[config.mk]
export PLATFORM = sky130hd
export DESIGN_NAME = sram_byte_phy_flat
export DESIGN_NICKNAME = d
export VERILOG_FILES = /design/src/rtl/sram_byte_phy_pkg.sv /design/src/rtl/sram_byte_phy_if.sv /design/src/rtl/sram_byte_phy_timer.sv /design/src/rtl/sram_byte_phy.sv /design/src/flat_wrapper.sv
export SDC_FILE = /design/constraint.sdc
export NUM_CORES = 1
export LEC_CHECK = 0
export CORE_UTILIZATION = 40
export DETAILED_ROUTE_END_ITERATION = 8
export GPL_ROUTABILITY_DRIVEN = 0
export PLACE_DENSITY = 0.63
export SYNTH_ARGS = -nofsm -noshare
export SYNTH_HDL_FRONTEND = slang
export SYNTH_SLANG_ARGS = --single-unit
export TNS_END_PERCENT = 50
[constraint.sdc]
create_clock -name clk_100MHz -period 5.1 [get_ports clk_100MHz]
set_clock_uncertainty 0.2 [all_clocks]
set_input_delay 1.275 -clock clk_100MHz [delete_from_list [all_inputs] [get_ports clk_100MHz]]
set_output_delay 1.275 -clock clk_100MHz [all_outputs]
set_load 0.05 [all_outputs]
[src/rtl/sram_byte_phy_pkg.sv]
// Shared types and constants for the byte-wide async SRAM PHY.
// The latency helpers give start-edge-to-pulse cycle counts for a given timing.
package sram_byte_phy_pkg;

  typedef enum logic [2:0] {
    ST_IDLE,
    ST_SETUP,
    ST_WR_PULSE,
    ST_WR_HOLD,
    ST_RD_WAIT,
    ST_DONE
  } state_e;

  typedef enum logic {
    OP_READ  = 1'b0,
    OP_WRITE = 1'b1
  } op_e;

  localparam logic BYTE_LO = 1'b0;
  localparam logic BYTE_HI = 1'b1;

  // Controller keeps a fixed write window; completion latency must stay below it.
  localparam int unsigned CTRL_WINDOW = 60;

  function automatic int unsigned rd_latency(input int unsigned t_rd);
    return 2 * (1 + t_rd) + 1;
  endfunction

  function automatic int unsigned wr_latency(input int unsigned t_wp);
    return 2 * (t_wp + 2) + 1;
  endfunction

endpackage

[src/rtl/sram_byte_phy_if.sv]
// Controller-facing request bus of the SRAM PHY (strobes, address, sample data, completion pulses).
interface sram_byte_phy_if;
  logic        ram_cen;
  logic        ram_oen;
  logic        ram_wen;
  logic [21:0] mem_block_addr;
  logic [3:0]  mem_bank;
  logic        write_zero;
  logic [15:0] wr_sample;
  logic [15:0] rd_sample;
  logic        read_data_valid;
  logic        wr_done;

  modport master (
    output ram_cen, ram_oen, ram_wen, mem_block_addr, mem_bank, write_zero, wr_sample,
    input  rd_sample, read_data_valid, wr_done
  );

  modport slave (
    input  ram_cen, ram_oen, ram_wen, mem_block_addr, mem_bank, write_zero, wr_sample,
    output rd_sample, read_data_valid, wr_done
  );
endinterface

[src/rtl/sram_byte_phy_timer.sv]
// Loadable down-counter timing the WE-low pulse and the read access wait.
// Load has priority; the count stops at zero and o_zero flags it.
module sram_byte_phy_timer #(
  parameter int unsigned CNT_W = 3
) (
  input  logic             i_clk,
  input  logic             i_rst,
  input  logic             i_load,
  input  logic             i_en,
  input  logic [CNT_W-1:0] i_load_val,
  output logic             o_zero
);

  logic [CNT_W-1:0] r_cnt;

  always_ff @(posedge i_clk or posedge i_rst) begin
    if (i_rst) begin
      r_cnt <= '0;
    end else if (i_load) begin
      r_cnt <= i_load_val;
    end else if (i_en && (r_cnt != '0)) begin
      r_cnt <= r_cnt - 1'b1;
    end
  end

  assign o_zero = (r_cnt == '0);

endmodule

[src/rtl/sram_byte_phy.sv]
// Executes each controller request as two timed byte cycles (low then high) on an 8-bit async SRAM.
// All SRAM-side outputs are registered from the next-state decode so the strobes are glitch-free.
module sram_byte_phy
  import sram_byte_phy_pkg::*;
#(
  parameter int unsigned BLK_W = 14,
  parameter int unsigned T_RD  = 6,
  parameter int unsigned T_WP  = 7
) (
  input  logic             clk_100MHz,
  input  logic             rst,
  sram_byte_phy_if.slave   bus,
  output logic [BLK_W+4:0] sram_addr,
  output logic             sram_ce_n,
  output logic             sram_oe_n,
  output logic             sram_we_n,
  output logic [7:0]       sram_dq_o,
  output logic             sram_dq_oe,
  input  logic [7:0]       sram_dq_i
);

  localparam int unsigned T_MAX = (T_RD > T_WP) ? T_RD : T_WP;
  localparam int unsigned CNT_W = (T_MAX < 2) ? 1 : $clog2(T_MAX);

  state_e             r_state;
  op_e                r_op;
  logic               r_byte;
  logic               r_cen_q;
  logic [3:0]         r_bank;
  logic [BLK_W-1:0]   r_block;
  logic [15:0]        r_wdata;
  logic [15:0]        r_rd_buf;
  logic [15:0]        r_rd_sample;
  logic               r_rd_valid;
  logic               r_wr_done;
  logic [BLK_W+4:0]   r_addr;
  logic               r_ce_n;
  logic               r_oe_n;
  logic               r_we_n;
  logic [7:0]         r_dq_o;
  logic               r_dq_oe;

  state_e             w_state_nxt;
  logic               w_byte_nxt;
  op_e                w_op_nxt;
  logic [3:0]         w_bank_nxt;
  logic [BLK_W-1:0]   w_block_nxt;
  logic [15:0]        w_wdata_nxt;
  logic               w_start;
  logic               w_rd_cap;
  logic               w_pulse;
  logic               w_tmr_load;
  logic               w_tmr_en;
  logic [CNT_W-1:0]   w_tmr_val;
  logic               w_tmr_zero;
  logic               w_active_nxt;
  logic               w_drive_nxt;

  sram_byte_phy_timer #(
    .CNT_W(CNT_W)
  ) u_timer (
    .i_clk      (clk_100MHz),
    .i_rst      (rst),
    .i_load     (w_tmr_load),
    .i_en       (w_tmr_en),
    .i_load_val (w_tmr_val),
    .o_zero     (w_tmr_zero)
  );

  always_comb begin
    w_state_nxt = r_state;
    w_byte_nxt  = r_byte;
    w_start     = 1'b0;
    w_rd_cap    = 1'b0;
    w_pulse     = 1'b0;
    w_tmr_load  = 1'b0;
    w_tmr_en    = 1'b0;
    w_tmr_val   = '0;

    case (r_state)
      ST_IDLE: begin
        if (r_cen_q && !bus.ram_cen && (!bus.ram_wen || !bus.ram_oen)) begin
          w_start     = 1'b1;
          w_state_nxt = ST_SETUP;
          w_byte_nxt  = BYTE_LO;
        end
      end
      ST_SETUP: begin
        w_tmr_load = 1'b1;
        if (r_op == OP_WRITE) begin
          w_tmr_val   = CNT_W'(T_WP - 1);
          w_state_nxt = ST_WR_PULSE;
        end else begin
          w_tmr_val   = CNT_W'(T_RD - 1);
          w_state_nxt = ST_RD_WAIT;
        end
      end
      ST_WR_PULSE: begin
        w_tmr_en = 1'b1;
        if (w_tmr_zero) begin
          w_state_nxt = ST_WR_HOLD;
        end
      end
      ST_WR_HOLD: begin
        if (r_byte == BYTE_LO) begin
          w_state_nxt = ST_SETUP;
          w_byte_nxt  = BYTE_HI;
        end else begin
          w_state_nxt = ST_DONE;
        end
      end
      ST_RD_WAIT: begin
        w_tmr_en = 1'b1;
        if (w_tmr_zero) begin
          w_rd_cap = 1'b1;
          if (r_byte == BYTE_LO) begin
            w_state_nxt = ST_SETUP;
            w_byte_nxt  = BYTE_HI;
          end else begin
            w_state_nxt = ST_DONE;
          end
        end
      end
      ST_DONE: begin
        w_pulse     = 1'b1;
        w_state_nxt = ST_IDLE;
      end
      default: begin
        w_state_nxt = ST_IDLE;
      end
    endcase

    // Controller withdrawing cen mid-transfer aborts; DONE is already committed.
    if ((r_state != ST_IDLE) && (r_state != ST_DONE) && bus.ram_cen) begin
      w_state_nxt = ST_IDLE;
      w_rd_cap    = 1'b0;
    end
  end

  always_comb begin
    w_op_nxt     = w_start ? ((!bus.ram_wen) ? OP_WRITE : OP_READ) : r_op;
    w_bank_nxt   = w_start ? bus.mem_bank : r_bank;
    w_block_nxt  = w_start ? bus.mem_block_addr[BLK_W-1:0] : r_block;
    w_wdata_nxt  = w_start ? (bus.write_zero ? 16'h0000 : bus.wr_sample) : r_wdata;
    w_active_nxt = (w_state_nxt == ST_SETUP) || (w_state_nxt == ST_WR_PULSE) ||
                   (w_state_nxt == ST_WR_HOLD) || (w_state_nxt == ST_RD_WAIT);
    w_drive_nxt  = w_active_nxt && (w_op_nxt == OP_WRITE);
  end

  always_ff @(posedge clk_100MHz or posedge rst) begin
    if (rst) begin
      r_state <= ST_IDLE;
      r_byte  <= BYTE_LO;
      r_cen_q <= 1'b0;
    end else begin
      r_state <= w_state_nxt;
      r_byte  <= w_byte_nxt;
      r_cen_q <= bus.ram_cen;
    end
  end

  always_ff @(posedge clk_100MHz or posedge rst) begin
    if (rst) begin
      r_op        <= OP_READ;
      r_bank      <= '0;
      r_block     <= '0;
      r_wdata     <= '0;
      r_rd_buf    <= '0;
      r_rd_sample <= '0;
      r_rd_valid  <= 1'b0;
      r_wr_done   <= 1'b0;
      r_addr      <= '0;
      r_ce_n      <= 1'b1;
      r_oe_n      <= 1'b1;
      r_we_n      <= 1'b1;
      r_dq_o      <= '0;
      r_dq_oe     <= 1'b0;
    end else begin
      r_op    <= w_op_nxt;
      r_bank  <= w_bank_nxt;
      r_block <= w_block_nxt;
      r_wdata <= w_wdata_nxt;
      r_ce_n  <= !w_active_nxt;
      r_oe_n  <= (w_state_nxt != ST_RD_WAIT);
      r_we_n  <= (w_state_nxt != ST_WR_PULSE);
      r_dq_oe <= w_drive_nxt;
      r_dq_o  <= w_drive_nxt ? ((w_byte_nxt == BYTE_HI) ? w_wdata_nxt[15:8] : w_wdata_nxt[7:0])
                             : 8'h00;
      if (w_active_nxt) begin
        r_addr <= {w_bank_nxt, w_block_nxt, w_byte_nxt};
      end
      if (w_rd_cap) begin
        if (r_byte == BYTE_LO) begin
          r_rd_buf[7:0] <= sram_dq_i;
        end else begin
          r_rd_buf[15:8] <= sram_dq_i;
        end
      end
      r_rd_valid <= w_pulse && (r_op == OP_READ);
      r_wr_done  <= w_pulse && (r_op == OP_WRITE);
      if (w_pulse && (r_op == OP_READ)) begin
        r_rd_sample <= r_rd_buf;
      end
    end
  end

  assign sram_addr           = r_addr;
  assign sram_ce_n           = r_ce_n;
  assign sram_oe_n           = r_oe_n;
  assign sram_we_n           = r_we_n;
  assign sram_dq_o           = r_dq_o;
  assign sram_dq_oe          = r_dq_oe;
  assign bus.rd_sample       = r_rd_sample;
  assign bus.read_data_valid = r_rd_valid;
  assign bus.wr_done         = r_wr_done;

endmodule

[src/flat_wrapper.sv]
// flat-port wrapper written by rule: the top's interface ports become plain ports
module sram_byte_phy_flat import sram_byte_phy_pkg::*;
#(
  parameter int unsigned BLK_W = 14,
  parameter int unsigned T_RD  = 6,
  parameter int unsigned T_WP  = 7
)
  (clk_100MHz, rst, sram_addr, sram_ce_n, sram_oe_n, sram_we_n, sram_dq_o, sram_dq_oe, sram_dq_i, bus_ram_cen, bus_ram_oen, bus_ram_wen, bus_mem_block_addr, bus_mem_bank, bus_write_zero, bus_wr_sample, bus_rd_sample, bus_read_data_valid, bus_wr_done);
  sram_byte_phy_if bus_i ();
  input  logic clk_100MHz;
  input  logic rst;
  output logic [BLK_W+4:0] sram_addr;
  output logic sram_ce_n;
  output logic sram_oe_n;
  output logic sram_we_n;
  output logic [7:0] sram_dq_o;
  output logic sram_dq_oe;
  input  logic [7:0] sram_dq_i;
  input wire logic [$bits(bus_i.ram_cen)-1:0] bus_ram_cen;
  input wire logic [$bits(bus_i.ram_oen)-1:0] bus_ram_oen;
  input wire logic [$bits(bus_i.ram_wen)-1:0] bus_ram_wen;
  input wire logic [$bits(bus_i.mem_block_addr)-1:0] bus_mem_block_addr;
  input wire logic [$bits(bus_i.mem_bank)-1:0] bus_mem_bank;
  input wire logic [$bits(bus_i.write_zero)-1:0] bus_write_zero;
  input wire logic [$bits(bus_i.wr_sample)-1:0] bus_wr_sample;
  output wire logic [$bits(bus_i.rd_sample)-1:0] bus_rd_sample;
  output wire logic [$bits(bus_i.read_data_valid)-1:0] bus_read_data_valid;
  output wire logic [$bits(bus_i.wr_done)-1:0] bus_wr_done;
  assign bus_i.ram_cen = bus_ram_cen;
  assign bus_i.ram_oen = bus_ram_oen;
  assign bus_i.ram_wen = bus_ram_wen;
  assign bus_i.mem_block_addr = bus_mem_block_addr;
  assign bus_i.mem_bank = bus_mem_bank;
  assign bus_i.write_zero = bus_write_zero;
  assign bus_i.wr_sample = bus_wr_sample;
  assign bus_rd_sample = bus_i.rd_sample;
  assign bus_read_data_valid = bus_i.read_data_valid;
  assign bus_wr_done = bus_i.wr_done;
  sram_byte_phy #(.BLK_W(BLK_W), .T_RD(T_RD), .T_WP(T_WP)) u_core (.clk_100MHz(clk_100MHz), .rst(rst), .bus(bus_i), .sram_addr(sram_addr), .sram_ce_n(sram_ce_n), .sram_oe_n(sram_oe_n), .sram_we_n(sram_we_n), .sram_dq_o(sram_dq_o), .sram_dq_oe(sram_dq_oe), .sram_dq_i(sram_dq_i));
endmodule
==> results of run 1 <==
-- cells in the final DEF (no fill, tap or decap), types with 2 or more instances in the layout --
| cell | instances |
|---|---|
| dfrtp_1 | 105 |
| clkdlybuf4s50_1 | 96 |
| mux2_2 | 66 |
| nor2b_1 | 21 |
| mux2_4 | 19 |
| mux2i_1 | 10 |
| nor3_1 | 10 |
| o21ai_0 | 9 |
| clkbuf_16 | 9 |
| nor2_1 | 8 |
| inv_1 | 7 |
| nand2_1 | 7 |
| buf_4 | 7 |
| dfstp_2 | 3 |
| and3_1 | 2 |
| a21oi_1 | 2 |
| a31oi_1 | 2 |
| ha_1 | 2 |
| inv_6 | 2 |
| inv_8 | 2 |
-- power groups by stage --
stage / logic, mW / registers, mW / clock network [mW]
after floorplan: 0.721 / 1.67 / 0
after global placement: 1.46 / 1.31 / 0
after detailed placement: 1.50 / 1.32 / 0
after CTS: 1.49 / 1.30 / 0.742
after global routing: 1.57 / 1.34 / 0.773
final: 1.48 / 1.30 / 0.715
-- metal layers --
| metal | up-vias | part of all wire, % | track usage, % |
|---|---|---|---|
| met4 | 0 | 1.4 | 6.37 |
| li1 | 1300 | - | - |
| met3 | 12 | 4.9 | 3.74 |
| met2 | 61 | 48 | 26.4 |
| met5 | - | 0 | 0 |
| met1 | 1393 | 46 | 20.7 |
-- cell usage after synthesis (all sizes together) --
library cell  number  area (sq um)
o21ba              1          10.0
and4b              1          10.0
nor2b             21           131
dfstp              3          78.8
o211ai             1          7.51
buf               13          88.8
nor4bb             1          10.0
mux2i             10           100
o31ai              1          7.51
o21ai              9          45.0
a311oi             1          8.76
a211o              1          8.76
a31oi              2          12.5
mux2              85          1030
nand4b             1          8.76
nand2b             1          6.26
inv                8          30.0
nor3b              2          20.0
nand2              7          26.3
nand3              1          5.00
nor3              10          50.1
nor4b              2          32.5
and3               3          23.8
a21bo              1          10.0
nor2               8          30.0
a2111oi            1          15.0
clkbuf             4          15.0
a211oi             1          12.5
a21oi              2          10.0
a2bb2oi            1          8.76
a32oi              1          8.76
xor2               1          8.76
dfrtp            105          2630
ha                 2          25.0
a31o               1          8.76
or3b               1          8.76
-- final cells by class --
cell class              count  area [sq um]  area share, %
inverters                   8          32.5          0.544
clock buffers               9           225           3.77
multi-input cells         181          1720           28.8
repair buffers            104          1030           17.3
clock inverters             7          82.6           1.38
flip-flops and latches    108          2710           45.3
well taps                 140           175           2.93
-- worst min path at each step --
stage | startpoint | endpoint | slack (ns) | depth (start not counted)
after floorplan | u_core.r_wdata[10]$_DFF_PP0_ | u_core.r_wdata[10]$_DFF_PP0_ | 0.27 | 1
after global placement | u_core.r_block[6]$_DFF_PP0_ | u_core.r_block[6]$_DFF_PP0_ | 0.28 | 1
after detailed placement | u_core.r_block[1]$_DFF_PP0_ | u_core.r_block[1]$_DFF_PP0_ | 0.28 | 1
after CTS | u_core.r_block[1]$_DFF_PP0_ | u_core.r_block[1]$_DFF_PP0_ | 0.30 | 1
after global routing | u_core.r_block[7]$_DFF_PP0_ | u_core.r_block[7]$_DFF_PP0_ | 0.31 | 1
final | u_core.r_wdata[12]$_DFF_PP0_ | u_core.r_wdata[12]$_DFF_PP0_ | 0.30 | 1
-- registers in the layout, summed over array words and instances (netlist names) --
signal and cells:
u_core.sram_ce_n 1, u_core.bus.read_data_valid 1, u_core.bus.wr_done 1, u_core.sram_oe_n 1
u_core.r_block 14, u_core.r_wdata 16, u_core.r_op 1, u_core.sram_dq_o 8
u_core.sram_dq_oe 1, u_core.r_cen_q 1, u_core.bus.rd_sample 16, u_core.sram_we_n 1
u_core.sram_addr 19, u_core.r_bank 4, u_core.r_state 3, u_core.u_timer.r_cnt 3
u_core.r_byte 1, u_core.r_rd_buf 16
-- worst max-delay path, cell delays in order --
cell and delay, ns:
clkdlybuf4s50_1 0.66, a211oi_2 0.09, nand3_2 0.14, buf_4 0.25
a311oi_1 0.18, a2111oi_4 0.41, buf_12 0.28, mux2_4 0.32
-- metrics by stage --
stage                     power, mW  cell area [sq um]
after floorplan                2.39               4540
after global routing           3.68               5980
final                          3.49               5980
after global placement         2.77               5670
after CTS                      3.54               5980
after detailed placement       2.81               5670
-- cell families after synthesis --
kind of cell,synth area share (%)
buffers and inverters,2.95
multiplexers,24.9
XOR/XNOR,0.193
AND/OR/NAND/NOR,7.99
AO/OA/AOI/OAI,3.83
flip-flops,59.6
adder cells (fa/ha/maj),0.551
==> reports/qor.yml, run 1 <==
status:
  run_status: "completed"
setup_path:
  rr_startpoint: "u_core.u_timer.r_cnt[1]$_DFFE_PP0P_"
  r2r_cells: 8
  r2r_setup_slack_ns: 2.20
  critical_path.max_fanout: 29
  critical_path_arrival_ns: 3.62
  timing.rr.end: "u_core.sram_addr[14]$_DFFE_PP0P_"
  setup.worst_path.start_class: "input port"
  worstSetupStartpoint: "bus_ram_cen"
  worst_setup_path_end_kind: "flop"
  critPathRequiredTime_ns: 5.13
  path_class: "in -> reg"
  critical_path.endpoint: "u_core.sram_addr[14]$_DFFE_PP0P_"
clock_tree:
  tritoncts_num_sinks: 108
  worstSkewPairLatency_ns: 0.34
  cts_htree_levels: 3
  cts_max_path_buffers: 2
  quantity_of_hold_fixing_buffers_added_after_cts: 0
  clk_transition_reported_paths_ns: 0.07
  ctsRootBufferMaster: "clkbuf_16"
  cts_post_setup_buffers_inserted: 0
  cts_buffers: 9
  postCtsResizedCells: 0
  tritoncts: "yes"
sta:
  finalWorstPathRequiredPeriod_ns: 3.60
  hold_slack_ns: 0.296
  finalSetupTns_ns: 0
  achievable-frequency_ghz: 0.278
  postLayoutSetupSlackWorst_ns: 1.50
  unrepaired_setup_endpoints_after_global_routing: "false"
  setup_viol: 0
  max-slew-margin-rel_pct: 56.9
  max_slew.worst_pin.slew_ns: 0.647
  number_of_slew_limit_violations_in_the_final_report: 0
  timing_hold_violations_final: 0
  timing.final.crit_share_pct: 70.5
die:
  die_area_sq_um: 11800
  rows: 38
  initial_core_util_pct: 41.5
  core-area_sq_um: 10900
  floorplan.die.height_um: 109
  top_level_ports: 105
  dieWidth_um: 109
global_route:
  antenna_found_initial: 0
  global_route_congestion_overflow_total: 0
  number_of_global_route_vias_before_repair: 2952
  first_pass_grt_wire_length_mm: 14.6
  grt.total_usage_pct: 16.1
  largest_net_degree_at_the_start_of_global_routing: 55
cells_and_area:
  drive_above_1_share_pct: 29.5
  nFillCells: 967
  synthToLayoutAreaGrowth_pct: 31.7
  final_cells: 557
  postLayoutCoreUtil_pct: 54.7
  layout.nets: 470
  diodes: 0
route:
  via_count: 2766
  route.detailed.wl_per_inst_um: 15.6
  drc: 0
  routed_wl_mm: 8.72
  drt_iter0_markers: 78
  ant_nets: 0
  vias_per_cell: 4.97
  firstDrtPassIters: 4
synth:
  ys_warn_count: 0
  proportion_of_synthesized_chip_area_in_sequential_cells_pct: 59.6
  ys_types: 42
  average_size_of_a_mapped_cell_sq_um: 14.5
  synth_area_sq_um: 4540
  syn_nets: 372
  postSynthCellCount: 314
  synth.ff_latch_count: 108
placed_design:
  portBuffers: 96
  dp.cells: 541
  post_placement_worst_setup_slack_ns: 1.13
  detailedPlacementHpwl_mm: 5.94
pwr:
  static-leakage-power_nw: 2.74
  pwr-share-comb_pct: 42.3
  p_int_mw: 2.23
  power_density_nw_per_um2: 584
  power_switching_mw: 1.26
  share_seq_of_total_power_pct: 37.2
  clockPowerShare_pct: 20.5
  power_switching_share_pct: 36.2
  irDropWorstVdd_v: 0.000341
flow_run:
  maxCapViolations: 0
hold_path:
  timing.hold.worst.class: "reg -> reg"
Note: power is estimated with default switching activity, not from simulation.
==> run 2: changes to the inputs <==
Settings changed: PLACE_DENSITY 0.63 to 0.66.
Clock period 5.1 ns to 3.2 ns, I/O delays scaled along.
==> run 2 against run 1 <==
Compared with the run above:
- highest routed layer unchanged
- sequential power is 59% higher
- critical path type unchanged
- critical path depth is 1 lower
- count of clock-buffer cells in the layout stayed put
==> reports/qor.yml, run 2 (same netlist as run 1, synthesis figures left out) <==
setup_path:
  timing.rr.end: "u_core.sram_addr[10]$_DFFE_PP0P_"
  critical_path.max_stage_delay_ns: 0.44  # -0.22 ns
  worstPathCellList: "clkdlybuf4s50_1, a211oi_2, nand3_2, a31o_2, a2111oi_4, buf_4, mux2_4"
  critical_path.max_fanout: 12  # -59%
  setup.worst_path.start_class: "input port"
  critPathRequiredTime_ns: 3.22  # -1.91 ns
  timing.critical_path.max_delay_family: "compound AO/OA/AOI/OAI gates"
  path_class: "in -> reg"
  r2r_cells: 8  # unchanged
  rr_startpoint: "u_core.u_timer.r_cnt[0]$_DFFE_PP0P_"
  worst_setup_path_end_kind: "flop"
  crit_cells: 7  # -1
  r2r_setup_slack_ns: 0.33  # -1.87 ns
  critical_path_arrival_ns: 2.93  # -0.69 ns
  path_buf_inv: 2  # -1
  critical_path.endpoint: "u_core.sram_addr[10]$_DFFE_PP0P_"
  cpMaxStageDelayCell: "clkdlybuf4s50_1"
  worstSetupStartpoint: "bus_ram_wen"
clock_tree:
  cts_htree_levels: 3  # unchanged
  postCtsResizedCells: 0  # unchanged
  ctsRootBufferMaster: "clkbuf_16"
  clk_transition_reported_paths_ns: 0.07  # about the same
  cts_buffers: 9  # unchanged
  cts_max_path_buffers: 2  # unchanged
  worstSkewPairLatency_ns: 0.33  # about the same
  tritoncts_num_sinks: 108  # unchanged
  tritoncts: "yes"
  quantity_of_hold_fixing_buffers_added_after_cts: 0  # unchanged
  cts_post_setup_buffers_inserted: 0  # unchanged
cells_and_area:
  layout.nets: 482  # +2.6%
  mostFrequentLayoutCell: "dfrtp_1"
  postLayoutCoreUtil_pct: 55.5  # +0.84 points
  drive_above_1_share_pct: 31.5  # +2.0 points
  synthToLayoutAreaGrowth_pct: 33.7
  diodes: 0  # unchanged
  layout_common_cells: "dfrtp_1 (105), clkdlybuf4s50_1 (96), mux2_2 (66), nor2b_1 (21), mux2_4 (19)"
  largest_register_ffs: 19  # unchanged
  final_cells: 569  # +2.2%
die:
  dieWidth_um: 109  # unchanged
  core-area_sq_um: 10900  # unchanged
  initial_core_util_pct: 41.5  # unchanged
  die_area_sq_um: 11800  # unchanged
  top_level_ports: 105  # unchanged
  rows: 38  # unchanged
  floorplan.die.height_um: 109  # unchanged
sta:
  achievable-frequency_ghz: 0.343
  max-slew-margin-rel_pct: 54.9  # -1.9 points
  finalWorstPathRequiredPeriod_ns: 2.91
  unrepaired_setup_endpoints_after_global_routing: "false"
  setup_viol: 0  # unchanged
  hold_slack_ns: 0.297  # +0.000438 ns
  max_slew.worst_pin.slew_ns: 0.674  # +0.0272 ns
  timing_hold_violations_final: 0  # unchanged
  timing.final.crit_share_pct: 91.1
  number_of_slew_limit_violations_in_the_final_report: 0  # unchanged
pwr:
  irDropWorstVdd_v: 0.000539  # +58%
  power_density_nw_per_um2: 912  # +56%
  static-leakage-power_nw: 2.79  # +1.9%
flow_run:
  maxCapViolations: 0  # unchanged
route:
  drt_iter0_markers: 88  # +13%
  firstDrtPassIters: 4  # unchanged
  vias_per_cell: 4.94  # -0.55%
  routed_wl_mm: 8.71  # about the same
  drc: 0  # unchanged
  ant_nets: 0  # unchanged
  route.detailed.wl_per_inst_um: 15.3  # -2.2%
  via_count: 2810  # +1.6%
global_route:
  number_of_global_route_vias_before_repair: 2881  # -2.4%
  grt.total_usage_pct: 15.8  # -0.40 points
  first_pass_grt_wire_length_mm: 14.4  # -1.3%
  largest_net_degree_at_the_start_of_global_routing: 46  # -16%
  antenna_found_initial: 0  # unchanged
  global_route_congestion_overflow_total: 0  # unchanged
placed_design:
  detailedPlacementHpwl_mm: 6.15  # +3.6%
  portBuffers: 96  # unchanged
  dp.cells: 553  # +2.2%
status:
  run_status: "completed"
hold_path:
  timing.hold.worst.class: "reg -> reg"
[run 2: power by group]
group | leakage, nW | total (mW) | internal (mW) | switching (mW)
clock network | 0.140 | 1.05 | 0.542 | 0.505
registers | 1.38 | 2.07 | 1.84 | 0.229
logic | 1.27 | 2.42 | 1.14 | 1.28
total | 2.79 | 5.54 | 3.52 | 2.02
[run 2: cell type report]
class | count | area, sq um
fillers | 938 | 4870
flip-flops and latches | 108 | 2710
multi-input cells | 181 | 1720
repair buffers | 116 | 1150
clock buffers | 9 | 225
well taps | 140 | 175
clock inverters | 7 | 57.6
inverters | 8 | 33.8
[run 2: stage by stage]
step	TNS (ns)	power, mW	setup slack [ns]	cell area (sq um)
6_report	0	5.54	0.286	6070
5_1_grt	0	5.83	0.117	6070
4_1_cts	0	5.61	0.274	6070
3_5_place_dp	-1.27	4.54	-0.0794	5790
3_3_place_gp	-1.03	4.47	-0.0581	5790
2_1_floorplan	0	3.81	0.488	4540
[run 2: worst min-delay path by stage]
| stage | depth (start not counted) | endpoint | slack, ns | startpoint |
|---|---|---|---|---|
| after floorplan | 1 | u_core.r_wdata[10]$_DFF_PP0_ | 0.27 | u_core.r_wdata[10]$_DFF_PP0_ |
| after global placement | 1 | u_core.r_block[8]$_DFF_PP0_ | 0.28 | u_core.r_block[8]$_DFF_PP0_ |
| after detailed placement | 1 | u_core.r_wdata[3]$_DFF_PP0_ | 0.28 | u_core.r_wdata[3]$_DFF_PP0_ |
| after CTS | 1 | u_core.r_wdata[3]$_DFF_PP0_ | 0.30 | u_core.r_wdata[3]$_DFF_PP0_ |
| after global routing | 1 | u_core.r_block[8]$_DFF_PP0_ | 0.31 | u_core.r_block[8]$_DFF_PP0_ |
| final | 1 | u_core.r_block[8]$_DFF_PP0_ | 0.30 | u_core.r_block[8]$_DFF_PP0_ |
[run 2: metal layers]
layer	global-route usage (%)	routed length, um	vias to the layer above
met1	21.0	3980	1409
met3	3.19	329	10
li1	-	-	1325
met4	4.34	89	0
met5	0	0	-
met2	26.0	4320	66
